===== config.mk =====
export PLATFORM = sky130hd
export DESIGN_NAME = sync_fifo_flex
export DESIGN_NICKNAME = d
export VERILOG_FILES = /design/src/rtl/sync_fifo_flex.sv
export SDC_FILE = /design/constraint.sdc
export NUM_CORES = 1
export LEC_CHECK = 0
export ABC_AREA = 1
export CAP_MARGIN = 25
export CELL_PAD_IN_SITES_DETAIL_PLACEMENT = 0
export CELL_PAD_IN_SITES_GLOBAL_PLACEMENT = 1
export CORE_ASPECT_RATIO = 0.6
export CORE_UTILIZATION = 40
export DETAILED_ROUTE_END_ITERATION = 8
export DONT_BUFFER_PORTS = 1
export HOLD_SLACK_MARGIN = 0.05
export PLACE_DENSITY_LB_ADDON = 0.12
export RECOVER_POWER = 100
export SLEW_MARGIN = 20
export SYNTH_ARGS = -nofsm -noshare
export SYNTH_HDL_FRONTEND = slang
export SYNTH_SLANG_ARGS = --single-unit
export TNS_END_PERCENT = 20

===== constraint.sdc =====
create_clock -name clk_i -period 5.5 [get_ports clk_i]
set_input_delay 1.1 -clock clk_i [delete_from_list [all_inputs] [get_ports clk_i]]
set_output_delay 1.1 -clock clk_i [all_outputs]
set_load 0.02 [all_outputs]

===== src/rtl/sync_fifo_flex.sv =====
// Single-clock FIFO: any depth, occupancy count, almost-full/empty thresholds, sticky errors, flush.
// Define SYNC_FIFO_FWFT_EN for first-word fall-through reads; default is a registered 1-cycle read.
module sync_fifo_flex #(
   parameter int DATA_WIDTH    = 8,
   parameter int DEPTH         = 16,
   parameter int AFULL_THRESH  = DEPTH - 2,
   parameter int AEMPTY_THRESH = 2,
   parameter int CNT_W         = $clog2(DEPTH + 1)
) (
   input  logic                  clk_i,
   input  logic                  rstn_i,
   input  logic                  clr_i,
   input  logic                  wr_en_i,
   input  logic [DATA_WIDTH-1:0] din_i,
   input  logic                  rd_en_i,
   output logic [DATA_WIDTH-1:0] dout_o,
   output logic                  full_o,
   output logic                  almost_full_o,
   output logic                  empty_o,
   output logic                  almost_empty_o,
   output logic [CNT_W-1:0]      count_o,
   output logic                  overflow_o,
   output logic                  underflow_o
);

   localparam int PTR_W = (DEPTH > 1) ? $clog2(DEPTH) : 1;

   localparam logic [PTR_W-1:0] PTR_LAST = PTR_W'(DEPTH - 1);
   localparam logic [CNT_W-1:0] CNT_FULL = CNT_W'(DEPTH);
   localparam logic [CNT_W-1:0] CNT_AF   = CNT_W'(AFULL_THRESH);
   localparam logic [CNT_W-1:0] CNT_AE   = CNT_W'(AEMPTY_THRESH);

   generate
      if (DEPTH < 2) begin : g_bad_depth
         $error("sync_fifo_flex: DEPTH must be >= 2");
      end
      if (AFULL_THRESH < 1 || AFULL_THRESH > DEPTH) begin : g_bad_afull
         $error("sync_fifo_flex: AFULL_THRESH must be in 1..DEPTH");
      end
      if (AEMPTY_THRESH < 0 || AEMPTY_THRESH > DEPTH - 1) begin : g_bad_aempty
         $error("sync_fifo_flex: AEMPTY_THRESH must be in 0..DEPTH-1");
      end
   endgenerate

   logic [DATA_WIDTH-1:0] mem [DEPTH];
   logic [PTR_W-1:0]      wr_ptr;
   logic [PTR_W-1:0]      rd_ptr;
   logic [CNT_W-1:0]      count;
   logic                  ovf_q;
   logic                  udf_q;
   logic                  rd_acc;
   logic                  wr_acc;

   // Explicit wrap so non-power-of-two depths never index past the last entry.
   function automatic logic [PTR_W-1:0] next_ptr(input logic [PTR_W-1:0] p);
      return (p == PTR_LAST) ? '0 : p + 1'b1;
   endfunction

   assign empty_o        = (count == '0);
   assign full_o         = (count == CNT_FULL);
   assign almost_full_o  = (count >= CNT_AF);
   assign almost_empty_o = (count <= CNT_AE);
   assign count_o        = count;
   assign overflow_o     = ovf_q;
   assign underflow_o    = udf_q;

   // A full FIFO still takes a write when the same edge pops a word.
   assign rd_acc = rd_en_i && !empty_o && !clr_i;
   assign wr_acc = wr_en_i && (!full_o || rd_acc) && !clr_i;

   always_ff @(posedge clk_i or negedge rstn_i) begin
      if (!rstn_i) begin
         wr_ptr <= '0;
         rd_ptr <= '0;
         count  <= '0;
         ovf_q  <= 1'b0;
         udf_q  <= 1'b0;
      end else if (clr_i) begin
         wr_ptr <= '0;
         rd_ptr <= '0;
         count  <= '0;
         ovf_q  <= 1'b0;
         udf_q  <= 1'b0;
      end else begin
         if (wr_acc) begin
            wr_ptr <= next_ptr(wr_ptr);
         end
         if (rd_acc) begin
            rd_ptr <= next_ptr(rd_ptr);
         end
         if (wr_acc && !rd_acc) begin
            count <= count + 1'b1;
         end else if (rd_acc && !wr_acc) begin
            count <= count - 1'b1;
         end
         if (wr_en_i && !wr_acc) begin
            ovf_q <= 1'b1;
         end
         if (rd_en_i && empty_o) begin
            udf_q <= 1'b1;
         end
      end
   end

   // Storage carries no reset; stale entries are unreachable once the pointers clear.
   always_ff @(posedge clk_i) begin
      if (wr_acc) begin
         mem[wr_ptr] <= din_i;
      end
   end

`ifdef SYNC_FIFO_FWFT_EN
   assign dout_o = mem[rd_ptr];
`else
   logic [DATA_WIDTH-1:0] dout_q;

   always_ff @(posedge clk_i or negedge rstn_i) begin
      if (!rstn_i) begin
         dout_q <= '0;
      end else if (clr_i) begin
         dout_q <= '0;
      end else if (rd_acc) begin
         dout_q <= mem[rd_ptr];
      end
   end

   assign dout_o = dout_q;
`endif

endmodule


### After elaboration in Yosys (flattened, before gate mapping)

Memories as Yosys holds them, arrays and structs flattened.
Index checks and enable logic that the tools add are counted.

* $add $sub $neg: 4
* $lt $le $gt $ge: 2
* equal/unequal tests: 3
* multiplexer cells: 17
* reduce and logical (&&, ||, !) cells: 20

Operators with widths (number)
* 2-to-1 mux 4 bit: 6
* 2-to-1 mux 8 bit: 2
* 2-to-1 mux 5 bit: 3
* adder 4 x 1 -> 4 bit (second input constant): 2
* == test 4 bit (second input constant): 2
* logical AND 1 bit: 8
* nonzero test 2 bit: 4
* 2-to-1 mux 1 bit: 6
* adder 5 x 1 -> 5 bit (second input constant): 1
* == test 5 bit (second input constant): 1
* >= comparator 5 x 4 -> 1 bit (second input constant): 1
* less-or-equal comparator 5 x 2 -> 1 bit (second input constant): 1
* zero test 1 bit: 5
* zero test 5 bit: 1
* subtractor 5 x 1 -> 5 bit (second input constant): 1
* nonzero test 3 bit: 1
* logical OR 1 bit: 1

* flip-flop bits (word level): 23
* bits in writable memories: 128
* bits of input ports: 13
* output and inout port bits: 19
* word-level logic and storage cells: 53
* memories kept: 1

Memory list
* mem: words 16, width 8, rd ports 1, clocked after Yosys merged registers in 0, wr ports 1, line 45 `logic [DATA_WIDTH-1:0] mem [DEPTH];`

### Longest topological paths before layout

* depth after elaboration: 12
* mapped depth: 14
* mapped depth without buffers: 14

### Worst setup path after synthesis

OpenSTA, ideal clock, no wires.

* path kind: reg-to-output
* from: register count[0] (netlist: count_o[0])
* to: output almost_empty_o
* arrival: 1698 ps
* data required time: 4400 ps
* setup slack: 2702 ps
* cell stages (with the launch flop): 2
* buffers on the path: 0
* cells stage by stage: dfrtp_1 a2111oi_0

* cells in the longest elaborated chain, start to end: 1

RTL lines
* start: declaration: line 48 `logic [CNT_W-1:0] count;`
* start signal: assignment: line 92 `count <= count + 1'b1;`
* start signal: assignment: line 94 `count <= count - 1'b1;`
* less-or-equal comparator 5 x 2 -> 1 bit: line 62 `assign almost_empty_o = (count <= CNT_AE);`
* end: declaration: line 20 `output logic almost_empty_o,`

Every way passes these cells.

### Final worst setup path

Ends and elaborated chain as after synthesis.

==> results.sh <==
export IMPL_status="finished clean"
export IMPL_cts_tree="built"
export IMPL_p_total_mw=3.10
export IMPL_cts_buffers=17
export IMPL_firstDrtPassIters=5
export IMPL_syn_area_sq_um=6480
export IMPL_area_growth_syn_to_layout_pct=9.59
export IMPL_leakagePower_nw=2.66
export IMPL_seq_area_frac_synth=0.682
export IMPL_antenna_found_initial=0
export IMPL_pwr_share_seq=0.465
export IMPL_intPower_mw=2.09
export IMPL_cts_sinks=151
export IMPL_skew_ns=0.0140
export IMPL_crit_required_ns=4.40
export IMPL_crit_fanout=7
export IMPL_slew_headroom=0.0271
export IMPL_grt_max_degree=68
export IMPL_criticalPathCategory="reg -> out"
export IMPL_crit_path_top_delay_cell="a2111oi_0"
export IMPL_portBuffers=0
export IMPL_synth_nets=597
export IMPL_synth_area_leader_cell="edfxtp_1"
export IMPL_hold_viol_final=0
export IMPL_powerDensity_nw_per_um2=437
export IMPL_globalplace_congestion=0.842
export IMPL_min_path_type="in -> async"
export IMPL_crit_family="compound AO/OA/AOI/OAI gates"
export IMPL_num_rows=35
export IMPL_fmax_ghz=0.304
export IMPL_drv_cap=0
export IMPL_pre_cts_slack_ns=2.66
export IMPL_postCtsSetupBuffers=0
export IMPL_max_stage_delay_ns=1.26
export IMPL_path_buf_inv=0
export IMPL_async_flop_share=0.152
export IMPL_power_frac_comb=0.193
export IMPL_clk_pin_slew_ns=0.07
export IMPL_worstSkewPairLatency_ns=0.42
export IMPL_hold_buffers=0
export IMPL_period_share=0.599
export IMPL_drt_iter0_markers=436
export IMPL_setup_violations_final=0
export IMPL_ctsLongestPathBuffers=2
export IMPL_dp_cells=756
export IMPL_worstPathArrival_ns=2.19
export IMPL_synth_edff_count=128
export IMPL_ys_dominant_reg_cell="edfxtp_1"
export IMPL_grtUsageTotal=0.205
export IMPL_num_fill_cells=1436
export IMPL_synthDistinctLibCells=36
export IMPL_tns_ns=0
export IMPL_drc=0
export IMPL_path_cells="a2111oi_0"
export IMPL_rsz0062_at_grt="false"
export IMPL_synth_common_cells="153 x nand2_1, 128 x edfxtp_1, 76 x nor2_1"
export IMPL_ys_ff_latch=151
export IMPL_synthCells=574
export IMPL_drive_above_1_share=0.0650
export IMPL_chipHeight_um=101
export IMPL_root_buffer="clkbuf_16"
export IMPL_switching_power_mw=1.01
export IMPL_ant_nets=0
export IMPL_grt_pass1_vias=3959
export IMPL_die_w_um=166
export IMPL_io_pins=32
export IMPL_swShare=0.326
export IMPL_vias=4121
export IMPL_worstMarginPinSlew_ns=1.42
export IMPL_synth_most_common_cell="nand2_1"
export IMPL_grt_pass1_wl_um=24600
export IMPL_start_util=0.416
export IMPL_routed_wl_um=16000
export IMPL_n_antenna_cell=0
export IMPL_syn_area_per_cell_sq_um=11.3
export IMPL_ir_drop_uv=139
export IMPL_setup_slack_ns=2.21
export IMPL_ctsResizeCount=0
export IMPL_hpwl_um=10600
export IMPL_coreArea_sq_um=15600
export IMPL_synth_area_leaders="edfxtp_1 59%, dfrtp_1 8.9%, nand2_1 8.9%"
export IMPL_utilization=0.456
export IMPL_synth_warnings=0
export IMPL_grt_overflow_total=0
export IMPL_synth_top_area_frac=0.593
export IMPL_die_area_sq_um=16700
export IMPL_wl_per_cell_um=20.3
export IMPL_worstSetupStartpointType="register"
export IMPL_viasPerCell=5.23
export IMPL_instances_no_fill=788
export IMPL_h_tree_depth=4
export IMPL_end_kind="primary output"
export IMPL_slew_violations=0
export IMPL_clock_power_share=0.342
export IMPL_fin_nets=595
export IMPL_final_min_clock_period_ns=3.29
-- kinds of logic after synthesis --
| kind of cell | after synthesis | share of synthesized area |
|---|---|---|
| flip-flops | 151 | 0.682 |
| AO/OA/AOI/OAI | 80 | 0.0722 |
| adder cells (fa/ha/maj) | 10 | 0.0205 |
| buffers and inverters | 47 | 0.0361 |
| AND/OR/NAND/NOR | 282 | 0.184 |
| XOR/XNOR | 4 | 0.00540 |
-- metal layers --
layer	vias to the layer above	part of all wire	global-route usage
met5	-	0	0
met4	0	0.0087	0.0641
met3	16	0.069	0.0483
met2	117	0.41	0.278
met1	2002	0.52	0.318
li1	1986	-	-
-- state kept, by name, indices dropped and copies added, names as in the netlist --
signal / flops
mem: 128
dout_o: 8
count_o: 5
rd_ptr: 4
wr_ptr: 4
overflow_o: 1
underflow_o: 1
-- power groups by stage --
stage	Sequential, mW	Combinational [mW]	Clock [mW]
6_report	1.44	0.598	1.06
4_1_cts	1.45	0.620	1.07
5_1_grt	1.45	0.674	1.12
3_5_place_dp	1.47	0.618	0
2_1_floorplan	1.44	0.495	0
3_3_place_gp	1.47	0.620	0
-- layout by cell type, fill, tap and decap left out, types with 2 or more instances in the layout --
cell and instances:
nand2_1 155, edfxtp_1 128, nor2_1 78, nand3_1 36, o21ai_0 36, dfrtp_1 22
a21oi_1 21, inv_1 20, clkbuf_16 18, o211ai_1 15, ha_1 9, nand4_1 6
inv_2 4, xor2_1 4, clkbuf_1 4, clkinv_2 3, o22ai_1 2, o21ai_1 2
nand3b_1 2, inv_6 2, inv_4 2, clkinvlp_4 2
-- stage by stage --
step	hold slack (ns)	cell area (sq um)
final	0.366	7100
after floorplan	0.532	6480
after CTS	0.359	7160
after global placement	0.579	6600
after detailed placement	0.586	6620
after global routing	0.351	7100
-- final cells by class --
type	count	area [sq um]	area share
Sequential cell	151	4420	0.622
Tap cell	203	254	0.0358
Timing Repair Buffer	2	27.5	0.00388
Clock buffer	22	465	0.0655
Inverter	24	90.1	0.0127
Clock inverter	10	68.8	0.00969
Multi-Input combinational cell	376	1780	0.250
-- final timing paths --
check,depth (start not counted),slack [ns],to,startpoint
worst max register to register,13,2.50,count_o[4],count_o[0]
worst min-delay path,0,0.37,underflow_o,rstn_i
min in group clk_i,2,0.60,rd_ptr[2],rd_ptr[2]
max in group asynchronous,0,5.04,rd_ptr[0],rstn_i
worst min register to register,2,0.60,rd_ptr[2],rd_ptr[2]
worst max-delay path,1,2.21,almost_empty_o,count_o[0]
Power figures use the tool's default switching activity.
